<file path="config.mk">
export PLATFORM = sky130hd
export DESIGN_NAME = psum_accumulator
export DESIGN_NICKNAME = d
export VERILOG_FILES = /design/src/rtl/eyeriss_pkg.sv /design/src/rtl/psum_buffer.sv /design/src/rtl/psum_accumulator.sv
export SDC_FILE = /design/constraint.sdc
export NUM_CORES = 2
export LEC_CHECK = 0
export ABC_AREA = 1
export BUFFER_PORTS_ARGS = -buffer_cell sky130_fd_sc_hd__buf_2
export CORE_AREA = 2 2 436 438
export DETAILED_ROUTE_END_ITERATION = 8
export DIE_AREA = 0 0 438 440
export PLACE_DENSITY = 0.59
export SYNTH_ARGS = -nofsm -noshare
export SYNTH_HDL_FRONTEND = slang
export SYNTH_HIERARCHICAL = 1
export SYNTH_SLANG_ARGS = --single-unit
</file>
<file path="constraint.sdc">
create_clock -name clk1 -period 6.1 [get_ports clk1]
set_clock_uncertainty 0.15 [all_clocks]
set_input_delay 0 -clock clk1 [delete_from_list [all_inputs] [get_ports clk1]]
set_output_delay 0 -clock clk1 [all_outputs]
set_load 0.05 [all_outputs]
</file>
<file path="src/rtl/eyeriss_pkg.sv">
// Shared types and arithmetic helpers for the eyeriss psum path.
package eyeriss_pkg;

  typedef enum logic [1:0] {
    IDLE  = 2'd0,
    ACCUM = 2'd1,
    FLUSH = 2'd2,
    DONE  = 2'd3
  } state_e;

  localparam int OFM_SIDE   = 7;
  localparam int OFM_PIXELS = OFM_SIDE * OFM_SIDE;

  // Helpers work on a 64-bit signed carrier; callers keep the low w bits.
  function automatic logic signed [63:0] sat_to(input logic signed [63:0] v, input int w);
    logic signed [63:0] hi;
    logic signed [63:0] lo;
    hi = (64'sd1 <<< (w - 1)) - 64'sd1;
    lo = -hi - 64'sd1;
    if (v > hi) return hi;
    if (v < lo) return lo;
    return v;
  endfunction

  function automatic logic signed [63:0] sat_add(input logic signed [63:0] a,
                                                 input logic signed [63:0] b,
                                                 input int w);
    return sat_to(a + b, w);
  endfunction

endpackage

</file>
<file path="src/rtl/psum_buffer.sv">
// OFM-sized accumulator storage: combinational read, synchronous write, shared address.
// Contents are deliberately not reset; channel 0 always overwrites.
module psum_buffer #(
  parameter int DEPTH = 49,
  parameter int WIDTH = 36,
  parameter int AW    = (DEPTH > 1) ? $clog2(DEPTH) : 1
) (
  input  logic                    clk1,
  input  logic                    wr_en,
  input  logic [AW-1:0]           addr,
  input  logic signed [WIDTH-1:0] wr_dat,
  output logic signed [WIDTH-1:0] rd_dat
);

  logic signed [WIDTH-1:0] mem_q [DEPTH];

  always_ff @(posedge clk1) begin
    if (wr_en) mem_q[addr] <= wr_dat;
  end

  assign rd_dat = mem_q[addr];

endmodule

</file>
<file path="src/rtl/psum_accumulator.sv">
// Sums per-channel psums into an OFM buffer; last channel goes through ReLU/shift/saturate to a
// one-entry output register (1-cycle latency); output backpressure stalls psum_ready combinationally.
module psum_accumulator
  import eyeriss_pkg::*;
#(
  parameter int DATA_WIDTH  = 16,
  parameter int ACC_WIDTH   = 36,
  parameter int NUM_CHANNEL = 3,
  parameter int OFM_SIZE    = OFM_SIDE,
  parameter int FRAC_BITS   = 8,
  parameter int RELU_EN     = 1
) (
  input  logic                         clk1,
  input  logic                         rst_n,
  input  logic                         start,
  input  logic                         psum_valid,
  output logic                         psum_ready,
  input  logic signed [ACC_WIDTH-1:0]  psum_in,
  output logic                         ofm_valid,
  input  logic                         ofm_ready,
  output logic signed [DATA_WIDTH-1:0] ofm_data,
  output logic                         ofm_last,
  output logic                         busy,
  output logic                         done,
  output logic [3:0]                   channel_cnt,
  output logic [9:0]                   pixel_cnt
);

  localparam int         NPIX     = OFM_SIZE * OFM_SIZE;
  localparam int         AW       = (NPIX > 1) ? $clog2(NPIX) : 1;
  localparam logic [3:0] LAST_CH  = 4'(NUM_CHANNEL - 1);
  localparam logic [9:0] LAST_PIX = 10'(NPIX - 1);

  state_e                      state_q, state_d;
  logic [3:0]                  ch_q, ch_d;
  logic [9:0]                  pix_q, pix_d;
  logic                        ofm_vld_q, ofm_vld_d;
  logic                        ofm_last_q, ofm_last_d;
  logic signed [DATA_WIDTH-1:0] ofm_dat_q, ofm_dat_d;

  logic                        last_ch;
  logic                        in_xfer;
  logic                        wr_en;
  logic signed [ACC_WIDTH-1:0] rd_dat;
  logic signed [ACC_WIDTH-1:0] wr_dat;
  logic signed [ACC_WIDTH-1:0] acc_sum;
  logic signed [ACC_WIDTH-1:0] chan_val;
  logic signed [63:0]          rd_ext, in_ext, sum_ext, relu_ext, shr_ext, sat_ext;
  logic signed [DATA_WIDTH-1:0] out_pix;
  logic                        unused_hi_bits;

  psum_buffer #(
    .DEPTH (NPIX),
    .WIDTH (ACC_WIDTH),
    .AW    (AW)
  ) u_psum_buffer (
    .clk1   (clk1),
    .wr_en  (wr_en),
    .addr   (pix_q[AW-1:0]),
    .wr_dat (wr_dat),
    .rd_dat (rd_dat)
  );

  assign last_ch = (ch_q == LAST_CH);
  assign in_xfer = psum_valid && psum_ready;

  always_comb begin
    psum_ready = 1'b0;
    busy       = 1'b0;
    done       = 1'b0;
    unique case (state_q)
      ACCUM: begin
        busy       = 1'b1;
        psum_ready = !last_ch || !ofm_vld_q || ofm_ready;
      end
      FLUSH:   busy = 1'b1;
      DONE:    done = 1'b1;
      default: ;
    endcase
  end

  // Datapath: saturating channel sum, then ReLU -> arithmetic shift -> output saturation.
  always_comb begin
    rd_ext   = {{(64-ACC_WIDTH){rd_dat[ACC_WIDTH-1]}}, rd_dat};
    in_ext   = {{(64-ACC_WIDTH){psum_in[ACC_WIDTH-1]}}, psum_in};
    sum_ext  = sat_add(rd_ext, in_ext, ACC_WIDTH);
    acc_sum  = sum_ext[ACC_WIDTH-1:0];
    chan_val = (ch_q == 4'd0) ? psum_in : acc_sum;
    wr_dat   = chan_val;
    wr_en    = in_xfer && !last_ch;
    relu_ext = {{(64-ACC_WIDTH){chan_val[ACC_WIDTH-1]}}, chan_val};
    if ((RELU_EN != 0) && (relu_ext < 0)) relu_ext = '0;
    shr_ext  = relu_ext >>> FRAC_BITS;
    sat_ext  = sat_to(shr_ext, DATA_WIDTH);
    out_pix  = sat_ext[DATA_WIDTH-1:0];
  end

  assign unused_hi_bits = ^{sum_ext[63:ACC_WIDTH], sat_ext[63:DATA_WIDTH]};

  always_comb begin
    state_d    = state_q;
    ch_d       = ch_q;
    pix_d      = pix_q;
    ofm_vld_d  = ofm_vld_q;
    ofm_dat_d  = ofm_dat_q;
    ofm_last_d = ofm_last_q;
    if (ofm_vld_q && ofm_ready) ofm_vld_d = 1'b0;
    unique case (state_q)
      IDLE: begin
        if (start) begin
          state_d = ACCUM;
          ch_d    = 4'd0;
          pix_d   = 10'd0;
        end
      end
      ACCUM: begin
        if (in_xfer) begin
          if (last_ch) begin
            ofm_vld_d  = 1'b1;
            ofm_dat_d  = out_pix;
            ofm_last_d = (pix_q == LAST_PIX);
          end
          if (pix_q == LAST_PIX) begin
            pix_d = 10'd0;
            ch_d  = ch_q + 4'd1;
            if (last_ch) state_d = FLUSH;
          end else begin
            pix_d = pix_q + 10'd1;
          end
        end
      end
      FLUSH: begin
        if (!ofm_vld_q || ofm_ready) state_d = DONE;
      end
      DONE:    state_d = IDLE;
      default: state_d = IDLE;
    endcase
  end

  always_ff @(posedge clk1) begin
    if (!rst_n) begin
      state_q    <= IDLE;
      ch_q       <= '0;
      pix_q      <= '0;
      ofm_vld_q  <= 1'b0;
      ofm_dat_q  <= '0;
      ofm_last_q <= 1'b0;
    end else begin
      state_q    <= state_d;
      ch_q       <= ch_d;
      pix_q      <= pix_d;
      ofm_vld_q  <= ofm_vld_d;
      ofm_dat_q  <= ofm_dat_d;
      ofm_last_q <= ofm_last_d;
    end
  end

  assign ofm_valid   = ofm_vld_q;
  assign ofm_data    = ofm_dat_q;
  assign ofm_last    = ofm_last_q;
  assign channel_cnt = ch_q;
  assign pixel_cnt   = pix_q;

endmodule

</file>
### Word-level counts from Yosys, hierarchy flattened

Memory sizes are Yosys's and may differ from the RTL's. A register that Yosys moved wholly into a read port is not among the register bits.
Index checks and enable logic that the tools add are counted.

* bits in writable memories: 1764
* memories kept: 1
* bits in registers: 34
* bits of input ports: 41

Memories
* u_psum_buffer.mem_q: words 49, bits a word 36, read ports 1, clocked after Yosys merged registers in 1, write ports 1, line psum_buffer.sv:15 `logic signed [WIDTH-1:0] mem_q [DEPTH];`

* $lt $le $gt $ge: 5
* add/subtract/negate cells: 3
* equality and inequality tests: 10
* muxes and demuxes: 41
* reduce and logical (&&, ||, !) cells: 16

Operators with widths (number)
* $mux W36: 5
* $mux W16: 4
* $mux W64: 1
* $gt A56 B16 Y1 const B: 1
* $lt A56 B16 Y1 const B: 1
* $add A36 B36 Y37: 1
* $gt A37 B36 Y1 const B: 1
* $lt A37 B36 Y1 const B: 1
* $lt A36 B1 Y1 const B: 1
* $mux W10: 3
* $pmux W10 S2: 1
* $mux W1: 15
* $mux W4: 3
* $mux W6: 2
* $add A10 B1 Y10 const B: 1
* $eq A10 B6 Y1 const B: 1
* $mux W2: 5
* $ne A2 B2 Y1 const B: 5
* $pmux W2 S4: 1
* $pmux W4 S2: 1
* $reduce_and A3 Y1: 2
* $reduce_and A5 Y1: 1
* $add A4 B1 Y4 const B: 1
* $eq A2 B2 Y1 const B: 2
* other kinds (10): 15

### Logic depth before layout (Yosys ltp)

* word-level depth: 14
* mapped depth: 38

### Cells and area by module

The synthesis kept the hierarchy.

Modules (own cells, without submodules)
* psum_buffer: cells an instance 7143, area each 73834.6 um^2, instances 1, seq. area each 52970.8 um^2
* psum_accumulator: cells an instance 814, area each 4695.8 um^2, instances 1, seq. area each 680.7 um^2

### Worst setup path before layout

Ideal clock, no wire load.

* path kind: register to register
* from: register ch_q[0] (netlist: channel_cnt[0])
* to: memory u_psum_buffer.mem_q[34][0], enable pin
* arrival time: 6.145 ns
* clock period less this slack: 6.814 ns
* path buffers: 1
* setup time: 0.519 ns
* setup slack: -0.714 ns
* data required time: 5.431 ns
* stages on the path, launching flop included: 13
* cells stage by stage: dfxtp_1 -> inv_1 -> ha_1 -> nand2_1 -> inv_1 -> a21oi_1 -> nand2_1 -> inv_1 -> nand2_1 -> inv_1 -> clkbuf_1 -> inv_1 -> nor4_1

* cells in the longest elaborated chain, start to end: 9

Ends and longest elaborated chain
* from (decl): line psum_accumulator.sv:35 `logic [3:0] ch_q, ch_d;`
* from (signal assigned): line psum_accumulator.sv:150 `ch_q <= ch_d;`
* $eq A4 B2 Y1: line psum_accumulator.sv:64 `assign last_ch = (ch_q == LAST_CH);`
* $logic_not A1 Y1: line psum_accumulator.sv:74 `psum_ready = !last_ch || !ofm_vld_q || ofm_ready;`
* $logic_or A1 B1 Y1 (2 in a row): line psum_accumulator.sv:74
* $mux W1: line psum_accumulator.sv:71 `unique case (state_q)`
* named net psum_ready: line psum_accumulator.sv:17 `output logic psum_ready,`
* $logic_and A1 B1 Y1: line psum_accumulator.sv:65 `assign in_xfer = psum_valid && psum_ready;`
* $logic_and A1 B1 Y1: line psum_accumulator.sv:90 `wr_en = in_xfer && !last_ch;`
* named net wr_en: line psum_accumulator.sv:43 `logic wr_en;`
* $mux W1: line psum_buffer.sv:18 `if (wr_en) mem_q[addr] <= wr_dat;`
* $mux W1 (not written as such): line psum_buffer.sv:18
* to (decl): line psum_buffer.sv:15

The timed path passes the listed nets, and every way through them passes these cells.

==> metrics <==
status complete, no violations; DRT antenna net count 0; EDFF count, synth about 1,800; Setup crit start kind register; ys flop type edfxtp_1; YS warnings 6; origin of the critical flop-to-flop path pixel_cnt[2]; DRC errors left 0; Max VDD drop 0.315 mV; Slew Limit Headroom 0.169; Syn Nets 8,044; Die Span Y 440 um; Most common cell on crit path nand2_1; Async SR Flop Fraction 0; total of max-cap violations 0; initial antenna violation count 5; met3 wire length around 14,000 um; Placer Congestion a little over 0.9; drt via density 5.11; H-tree lvl count 4; RSZ-0062 raised after global routing no; 1st-iter DRT viols 4,925; layout cell share with drive strength beyond 1 0.0838; pwr dens between 300 and 400 nW/um2; Hold EP ofm_data[5]; Layout area overhead 14.2%; vias in the first global route between 50,000 and 60,000; Port Buffer Count 75; Hold Violations, Final 0; top cell type's share of synthesized area 0.675; via count around 55,000; CP Depth 32; most common cell after layout, fill and taps aside nand2_1; DR WL met2 109,000 um; Sink Count 1,798; Top Layer Used met5; cells after synthesis 7,957; CTS tree yes; final worst-path cycle share 0.922; crit path max-delay cell type dfxtp_4; critical path's top delay family simple AND/OR/NAND/NOR gates; top post-synthesis cells by area edfxtp_1, nand2_1, buf_2; worst hold path depth 6; worst reg2reg endpoint ofm_data[8]; area of the core about 190,000 um2; Distinct cells, synth 45; detailed placer's ending HPWL 137,000 um; fin. max-slew vios 0; Worst R2R Path Depth 32; Yosys reg bits 1,798; NumNets Final 8,233; Core Util, Final 0.476; Slew @ Worst Pin 1.25 ns; CTS clock-pin slew for the worst setup and hold paths approximately 0.06 ns; R2R Setup Slk 0.47 ns; Req. time, crit path between 6 and 7 ns; Mean Syn Cell Area 9.87 um2; Hold Crit Start psum_in[13]; chip width 438 um; setup TNS 0 ns; Fmax approximately 180 MHz; Overall Global Routing Usage 0.237; Worst Path Arrival 6.12 ns; Worst Path Max Fanout 27; Design Area, Final 89,700 um2; biggest area consumer among synthesized cells edfxtp_1; Static Leak 36.9 nW; most frequent cells in the layout nand2_1, edfxtp_1, nor2_1; Std-Cell Rows 160; element type at the critical path end register; DP Area approximately 83,000 um2; final wirelength about 230,000 um; post-synthesis sequential area ratio 0.683; GRT overflow 0; first-pass GRT wire length 342,000 um; Cell Area, Synth roughly 79,000 um2; Bufs on Longest Clock Path 3; router iterations before antenna repair 5; post-DR wirelength/cell 21.4 um; Worst path max stage delay 0.43 ns; Final setup viols 0; DP Worst Slack 0.383 ns; Bufs and invs on worst path 3; die area between 150,000 and 200,000 um2; hold crit path type in -> reg; clock buffer count from CTS between 150 and 200; worst setup margin approximately 0.47 ns; Clk Latency, worst-skew pair roughly 0.83 ns; crit path time final 5.63 ns; clk root buf clkbuf_16; Setup CP Type reg -> reg; metal1 wirelength 99,100 um; Top Ports 76; initial core utilization 0.416; largest net degree at the start of global routing 122
per-stage QoR:
stage | total power, W | hold WS, ns | instances
floorplan | 0.0211 | 0.0511 | 7957
global placement | 0.0242 | 0.180 | 10415
detailed placement | 0.0243 | 0.179 | 10415
CTS | 0.0352 | 0.0498 | 10795
global route | 0.0367 | 0.103 | 10804
finish | 0.0350 | 0.0998 | 10805
worst reg2reg max path: cells and delay by family (launching register included):
family | cells | cell delay [ns]
buf+inv | 3 | 0.81
simple gates | 25 | 3.07
fa+ha+maj | 1 | 0.37
flops | 1 | 0.43
compound gates | 3 | 0.66
state kept, by name, summed over array words and instances, names as in the netlist:
signal / cells
u_psum_buffer/mem_q: 1764
ofm_data: 16
pixel_cnt: 10
channel_cnt: 4
state_q: 2
ofm_last: 1
ofm_valid: 1
area by class of cell:
class,instances,area (um2)
clock buffer,231,4890
multi-input combinational,5642,22900
timing repair inverter,1,11.3
clock inverter,102,872
inverter,142,574
tap,2511,3140
fill,17536,98900
timing repair buffer,376,3660
sequential,1798,53700
antenna,2,5.00
worst max path at each step:
stage,from,to
after global routing,pixel_cnt[2],ofm_data[0]
final,pixel_cnt[2],ofm_data[8]
after global placement,pixel_cnt[0],ofm_data[0]
after detailed placement,pixel_cnt[0],ofm_data[8]
after CTS,pixel_cnt[0],ofm_data[8]
after floorplan,channel_cnt[0],u_psum_buffer/mem_q[48][0]
power breakdown:
part / total, W / switching (W) / internal, W
sequential: 0.0155 / 0.0000366 / 0.0155
combinational: 0.00864 / 0.00642 / 0.00222
clock: 0.0109 / 0.00475 / 0.00614
metal layers:
layer	vias to the layer above	GRT usage
li1	26180	-
met1	26866	0.325
met2	1773	0.386
met3	366	0.0299
met4	2	0.0935
met5	-	0
cells in the mapped netlist, types with 4 or more instances:
library cell and instances:
buf_2 212, buf_1 34, nand2_2 6, or2_2 13
nor3_1 17, nor3_4 4, inv_1 129, nand4_1 19
o21bai_1 5, nand2_1 4997, buf_6 15, nor2_2 7
nor4_1 6, nor2_1 242, nand3_1 61, xor2_1 9
clkbuf_1 69, buf_4 45, o22ai_1 16, inv_2 11
a21oi_1 106, dfxtp_1 34, ha_1 45, xnor2_1 18
o21ai_0 36, edfxtp_1 1764
timing repair:
action                     4_1_cts  5_1_grt
hold endpoints to repair      1595        0
hold buffers                    47        0
setup endpoints to repair        0       15
buffers inserted                 0        7
gates resized for setup          0        5
logic make-up (layout without fill, tap and decap cells):
| family | count (synthesis) | after routing | synth area share |
|---|---|---|---|
| buf+inv | 517 | 852 | 0.0317 |
| other cells | 0 | 2 | 0 |
| xor+xnor | 27 | 27 | 0.00301 |
| fa+ha+maj | 46 | 46 | 0.00742 |
| flops | 1798 | 1798 | 0.683 |
| simple gates | 5388 | 5388 | 0.262 |
| compound gates | 181 | 181 | 0.0125 |
(Power assumes the default switching activity.)
